### config.mk
export PLATFORM = sky130hd
export DESIGN_NAME = key_event_gen
export DESIGN_NICKNAME = d
export VERILOG_FILES = /design/src/rtl/key_event_pkg.sv /design/src/rtl/key_tick_gen.sv /design/src/rtl/key_event_gen.sv
export SDC_FILE = /design/constraint.sdc
export NUM_CORES = 1
export LEC_CHECK = 0
export CORE_ASPECT_RATIO = 1.1
export CORE_MARGIN = 1.5
export CORE_UTILIZATION = 30
export DETAILED_ROUTE_END_ITERATION = 7
export GPL_TIMING_DRIVEN = 0
export PLACE_DENSITY = 0.54
export SLEW_MARGIN = 40
export SYNTH_ARGS = -nofsm -noshare
export SYNTH_HDL_FRONTEND = slang
export SYNTH_HIERARCHICAL = 1
export SYNTH_SLANG_ARGS = --single-unit
### constraint.sdc
create_clock -name clk -period 7.1 [get_ports clk]
set_input_delay 2.13 -clock clk [delete_from_list [all_inputs] [get_ports clk]]
set_output_delay 2.13 -clock clk [all_outputs]
set_load 0.01 [all_outputs]
### src/rtl/key_event_pkg.sv
// Shared types, default timing and sizing helper for the panel key conditioning block.
package key_event_pkg;

    typedef enum logic [2:0] {
        IDLE,
        PRESS_CHK,
        HELD,
        REPEAT,
        REL_CHK
    } key_fsm_t;

    localparam int DEF_F_CLK          = 50_000_000;
    localparam int DEF_F_TICK         = 1000;
    localparam int DEF_N_KEYS         = 6;
    localparam int DEF_DEBOUNCE_TICKS = 20;
    localparam int DEF_LONG_TICKS     = 500;
    localparam int DEF_REPEAT_TICKS   = 100;

    // Width that holds every terminal count; counters clear at their terminal value.
    function automatic int cnt_width(input int deb, input int long_t, input int rpt);
        int m;
        m = deb;
        if (long_t > m) m = long_t;
        if (rpt > m) m = rpt;
        return $clog2(m + 1);
    endfunction

endpackage

### src/rtl/key_tick_gen.sv
// Divides clk down to a single-cycle tick at F_TICK, shared by every key debouncer.
module key_tick_gen #(
    parameter int F_CLK  = 50_000_000,
    parameter int F_TICK = 1000
) (
    input  logic clk,
    input  logic rst,
    output logic tick
);

    localparam int DIV = F_CLK / F_TICK;
    localparam int CW  = (DIV > 1) ? $clog2(DIV) : 1;
    localparam logic [CW-1:0] LAST = CW'(DIV - 1);

    logic [CW-1:0] cnt_q;

    always_ff @(posedge clk or posedge rst) begin
        if (rst) begin
            cnt_q <= '0;
        end else if (cnt_q == LAST) begin
            cnt_q <= '0;
        end else begin
            cnt_q <= cnt_q + CW'(1);
        end
    end

    assign tick = (cnt_q == LAST);

endmodule

### src/rtl/key_event_gen.sv
// Synchronises and debounces active-low panel keys and emits press, release and
// auto-repeat pulses in the clk domain.
module key_event_gen
    import key_event_pkg::*;
#(
    parameter int F_CLK          = DEF_F_CLK,
    parameter int F_TICK         = DEF_F_TICK,
    parameter int N_KEYS         = DEF_N_KEYS,
    parameter int DEBOUNCE_TICKS = DEF_DEBOUNCE_TICKS,
    parameter int LONG_TICKS     = DEF_LONG_TICKS,
    parameter int REPEAT_TICKS   = DEF_REPEAT_TICKS
) (
    input  logic              clk,
    input  logic              rst,
    input  logic [N_KEYS-1:0] key,
    output logic [N_KEYS-1:0] key_state,
    output logic [N_KEYS-1:0] key_press,
    output logic [N_KEYS-1:0] key_release,
    output logic [N_KEYS-1:0] key_repeat,
    output logic              tick
);

    localparam int CNT_W = cnt_width(DEBOUNCE_TICKS, LONG_TICKS, REPEAT_TICKS);
    localparam logic [CNT_W-1:0] DEB_LAST  = CNT_W'(DEBOUNCE_TICKS - 1);
    localparam logic [CNT_W-1:0] LONG_LAST = CNT_W'(LONG_TICKS - 1);
    localparam logic [CNT_W-1:0] RPT_LAST  = CNT_W'(REPEAT_TICKS - 1);
    localparam logic [CNT_W-1:0] CNT_ONE   = CNT_W'(1);

    key_tick_gen #(
        .F_CLK (F_CLK),
        .F_TICK(F_TICK)
    ) u_tick (
        .clk (clk),
        .rst (rst),
        .tick(tick)
    );

    logic [N_KEYS-1:0] sync_p0, sync_p1;

    // Stage p0/p1: two-flop synchroniser, idles at the released level
    always_ff @(posedge clk or posedge rst) begin
        if (rst) begin
            sync_p0 <= '1;
            sync_p1 <= '1;
        end else begin
            sync_p0 <= key;
            sync_p1 <= sync_p0;
        end
    end

    for (genvar i = 0; i < N_KEYS; i++) begin : g_key
        key_fsm_t         state_q, state_d;
        logic [CNT_W-1:0] deb_q, deb_d, hold_q, hold_d;
        logic             from_rpt_q, from_rpt_d;
        logic             level_q, level_d;
        logic             press_q, press_d, rls_q, rls_d, rpt_q, rpt_d;
        logic             ks;

        assign ks = sync_p1[i];

        always_ff @(posedge clk or posedge rst) begin
            if (rst) begin
                state_q    <= IDLE;
                deb_q      <= '0;
                hold_q     <= '0;
                from_rpt_q <= 1'b0;
                level_q    <= 1'b1;
                press_q    <= 1'b0;
                rls_q      <= 1'b0;
                rpt_q      <= 1'b0;
            end else begin
                state_q    <= state_d;
                deb_q      <= deb_d;
                hold_q     <= hold_d;
                from_rpt_q <= from_rpt_d;
                level_q    <= level_d;
                press_q    <= press_d;
                rls_q      <= rls_d;
                rpt_q      <= rpt_d;
            end
        end

        // A ks change is checked before tick so a coincident tick is dropped for this key.
        always_comb begin
            state_d    = state_q;
            deb_d      = deb_q;
            hold_d     = hold_q;
            from_rpt_d = from_rpt_q;
            level_d    = level_q;
            press_d    = 1'b0;
            rls_d      = 1'b0;
            rpt_d      = 1'b0;
            case (state_q)
                IDLE: begin
                    if (!ks) begin
                        state_d = PRESS_CHK;
                        deb_d   = '0;
                    end
                end
                PRESS_CHK: begin
                    if (ks) begin
                        state_d = IDLE;
                    end else if (tick) begin
                        if (deb_q == DEB_LAST) begin
                            state_d = HELD;
                            level_d = 1'b0;
                            press_d = 1'b1;
                            hold_d  = '0;
                        end else begin
                            deb_d = deb_q + CNT_ONE;
                        end
                    end
                end
                HELD: begin
                    if (ks) begin
                        state_d    = REL_CHK;
                        from_rpt_d = 1'b0;
                        deb_d      = '0;
                    end else if (tick) begin
                        if (hold_q == LONG_LAST) begin
                            state_d = REPEAT;
                            rpt_d   = 1'b1;
                            hold_d  = '0;
                        end else begin
                            hold_d = hold_q + CNT_ONE;
                        end
                    end
                end
                REPEAT: begin
                    if (ks) begin
                        state_d    = REL_CHK;
                        from_rpt_d = 1'b1;
                        deb_d      = '0;
                    end else if (tick) begin
                        if (hold_q == RPT_LAST) begin
                            rpt_d  = 1'b1;
                            hold_d = '0;
                        end else begin
                            hold_d = hold_q + CNT_ONE;
                        end
                    end
                end
                REL_CHK: begin
                    // hold_q is left untouched so a rejected release resumes the hold timing
                    if (!ks) begin
                        state_d = from_rpt_q ? REPEAT : HELD;
                    end else if (tick) begin
                        if (deb_q == DEB_LAST) begin
                            state_d = IDLE;
                            level_d = 1'b1;
                            rls_d   = 1'b1;
                        end else begin
                            deb_d = deb_q + CNT_ONE;
                        end
                    end
                end
                default: state_d = IDLE;
            endcase
        end

        assign key_state[i]   = level_q;
        assign key_press[i]   = press_q;
        assign key_release[i] = rls_q;
        assign key_repeat[i]  = rpt_q;
    end

endmodule

==> flow_metrics.py <==
metrics = {
    "floorplan": {
        "start_util_pct": 30.4,
        "die_width_microns": 178,
        "die-area_sq_um": 34900,
        "core_area_sq_um": 33300,
        "row_count": 70,
        "io_pins": 33,
        "chipHeight_microns": 196,
    },
    "drt": {
        "remaining_drc_errors": 0,
        "vias_per_cell": 5.21,
        "routedWlPerCell_microns": 14.2,
        "vias": 8368,
        "firstDrtPassIters": 5,
        "totalWireLength_mm": 22.9,
        "initialDrtViolationCount": 497,
        "drtAntennaViolNets": 0,
    },
    "setup_path": {
        "crit_type": "reg -> out",
        "slowest_delay_ps": 550,
        "path_cells": "or4b_4 -> nor4_4 -> buf_4 -> clkdlybuf4s50_1",
        "worstPathMaxFanout": 8,
        "timing.rr.start": "u_tick/cnt_q[4]",
        "setup.worst_path.start": "u_tick/cnt_q[4]",
        "crit_path_end_kind": "output port",
        "cp_slowest_cell": "or4b_4",
        "cp.required_ps": 4970,
        "start_kind": "flip-flop",
        "critical_path_arrival_ps": 2790,
    },
    "global_routing": {
        "grt_usage_pct": 13.7,
        "first_global_vias": 8012,
        "antenna_found_initial": 0,
        "grt_pass1_wl_mm": 39.3,
        "grt_start_max_net_pins": 68,
        "overflow": 0,
    },
    "clocking": {
        "cts_htree_levels": 4,
        "cts_resized": 0,
        "cts-root-buf": "clkbuf_16",
        "cts_buffers": 17,
        "hold_buffers": 0,
        "clk_pin_slew_ps": 70,
        "clock_latency_ps": 440,
        "cts.path.max_buffers": 2,
        "clkSinkCount": 184,
        "cts_setup_buffers": 0,
        "cts_tree": "yes",
    },
    "place": {
        "pre_cts_ws_ps": 2600,
        "hpwlAfterDp_mm": 15.6,
        "io_buffers": 32,
        "gp_congestion": 0.789,
        "placed_cell_area_sq_um": 11100,
    },
    "finish": {
        "final_nets": 1183,
        "layout-drive-gt1-share_pct": 11.4,
        "areaGrowthSynthToFinish_pct": 15.2,
        "antenna_cells": 0,
        "fin_area_sq_um": 11700,
    },
    "yosys": {
        "netlist_instances": 1107,
        "yosys_warnings": 6,
        "synthArstFlopShare_pct": 100,
        "synth.area.top_cells": "dfrtp_1, o21ai_0, dfstp_2, nand3_1, nand2_1",
        "synth_top_area_cell": "dfrtp_1",
        "synth_commonest_cells": "dfrtp_1, o21ai_0, nand2_1, nor2_1, nand3_1",
        "synth_area_sq_um": 10100,
        "synth.distinct_cells": 69,
        "ys_seq_area_share_pct": 45.7,
        "synth_area_per_cell_sq_um": 9.15,
        "syn_nets": 1128,
        "synthFlopType": "dfrtp_1",
        "synth_edf_count": 0,
        "synth_top_cell_area_share_pct": 41.0,
        "yosysMostFrequentCell": "dfrtp_1",
        "ys_ff_latch": 184,
    },
    "job": {
        "timing.max_cap.violations": 0,
    },
    "sta": {
        "slew_headroom_pct": 53.5,
        "max_freq_ghz": 0.203,
        "drv_slew": 0,
        "post-route-min-period_ps": 4920,
        "hold_viol_final": 0,
        "setup_viol": 0,
        "worst_slew_pin_slew_ps": 688,
        "fin_worst_skew_ps": 13.9,
        "setup_slack_ps": 2180,
        "finalCritPeriodShare_pct": 69.4,
        "rsz0062_at_grt": "no",
    },
    "power_and_ir_drop": {
        "p_leak_nw": 4.70,
        "ir_drop_mv": 0.158,
        "power_per_cell_area_nw_per_um2": 237,
    },
    "worst_hold_path": {
        "min_from": "sync_p0[3]",
        "hp-class": "reg -> reg",
    },
    "run_status": {
        "status": "complete, no violations",
    },
}
## final timing paths
path,depth (start not counted),endpoint,slack [ps]
setup / recovery,4,tick,2180
setup reg to reg,9,g_key[2].hold_q[0],2840
max in group asynchronous,4,g_key[1].level_q,4000
hold / removal,0,sync_p1[3],350
hold reg to reg,0,sync_p1[3],350
min in group asynchronous,2,g_key[4].hold_q[0],2090
## report_power, final
part / total, W / internal (W) / switching [W]
Combinational: 0.000608 / 0.000233 / 0.000375
Sequential: 0.00121 / 0.00112 / 0.0000896
Clock: 0.000944 / 0.000508 / 0.000437
Total: 0.00276 / 0.00186 / 0.000901
## layer usage
metal	global-route usage, %	part of all wire, %	up-vias
met4	4.63	1.3	0
met3	2.36	2.6	16
met5	0	0	-
met1	18.8	49	4079
met2	21.5	47	100
li1	-	-	4173
## kinds of logic after synthesis
family / after synthesis / synth area share, %
buffers and inverters: 97 / 4.62
adders and majority gates: 13 / 1.61
AOI/OAI and AO/OA: 287 / 18.5
muxes: 12 / 1.31
DFF: 184 / 45.7
and+or+nand+nor: 496 / 26.7
xor gates and xnor gates: 18 / 1.56
## through the flow
step | power [W] | util (%) | TNS [ps] | instances | hold slack (ps)
2_1_floorplan | 0.00168 | - | 0 | 1107 | 345
3_3_place_gp | 0.00182 | 33.0 | -335390 | 1571 | 347
3_5_place_dp | 0.00183 | 33.3 | 0 | 1575 | 347
4_1_cts | 0.00280 | 35.0 | 0 | 1607 | 353
5_1_grt | 0.00294 | 35.1 | 0 | 1607 | 359
6_report | 0.00276 | 35.1 | 0 | 1607 | 350
## cell type report
| class | instances | area (sq um) |
|---|---|---|
| fillers | 3422 | 21600 |
| multi-input cells | 826 | 5060 |
| flip-flops and latches | 184 | 4630 |
| well taps | 432 | 541 |
| clock buffers | 20 | 457 |
| repair buffers | 36 | 394 |
| plain buffers | 72 | 375 |
| clock inverters | 12 | 115 |
| inverters | 25 | 101 |
## cells in the final DEF, fill, tap and decap left out, types with 17 or more instances in the layout
| cell type | n |
|---|---|
| inv_1 | 24 |
| nand2b_1 | 36 |
| clkdlybuf4s50_1 | 32 |
| a31oi_1 | 27 |
| nand3_1 | 82 |
| o31ai_1 | 35 |
| nor3_1 | 22 |
| dfstp_2 | 18 |
| clkbuf_16 | 17 |
| clkbuf_1 | 36 |
| buf_4 | 25 |
| o21ai_0 | 111 |
| dfrtp_1 | 166 |
| nor2_1 | 89 |
| nand2_1 | 103 |
| a21oi_1 | 35 |
| and3_1 | 29 |
## critical path: cells and delay by family, from the launching register on
kind | cells | cell delay, ps
DFF | 1 | 440
buffers and inverters | 2 | 820
and+or+nand+nor | 2 | 1100
## sequential cells by signal, indices dropped and copies added, names as in the netlist
signal	flops
g_key.press_q	6
g_key.level_q	6
sync_p1	6
sync_p0	6
g_key.state_q	18
g_key.from_rpt_q	6
u_tick/cnt_q	16
g_key.rls_q	6
g_key.rpt_q	6
g_key.hold_q	54
g_key.deb_q	54
Power figures use the tool's default switching activity.
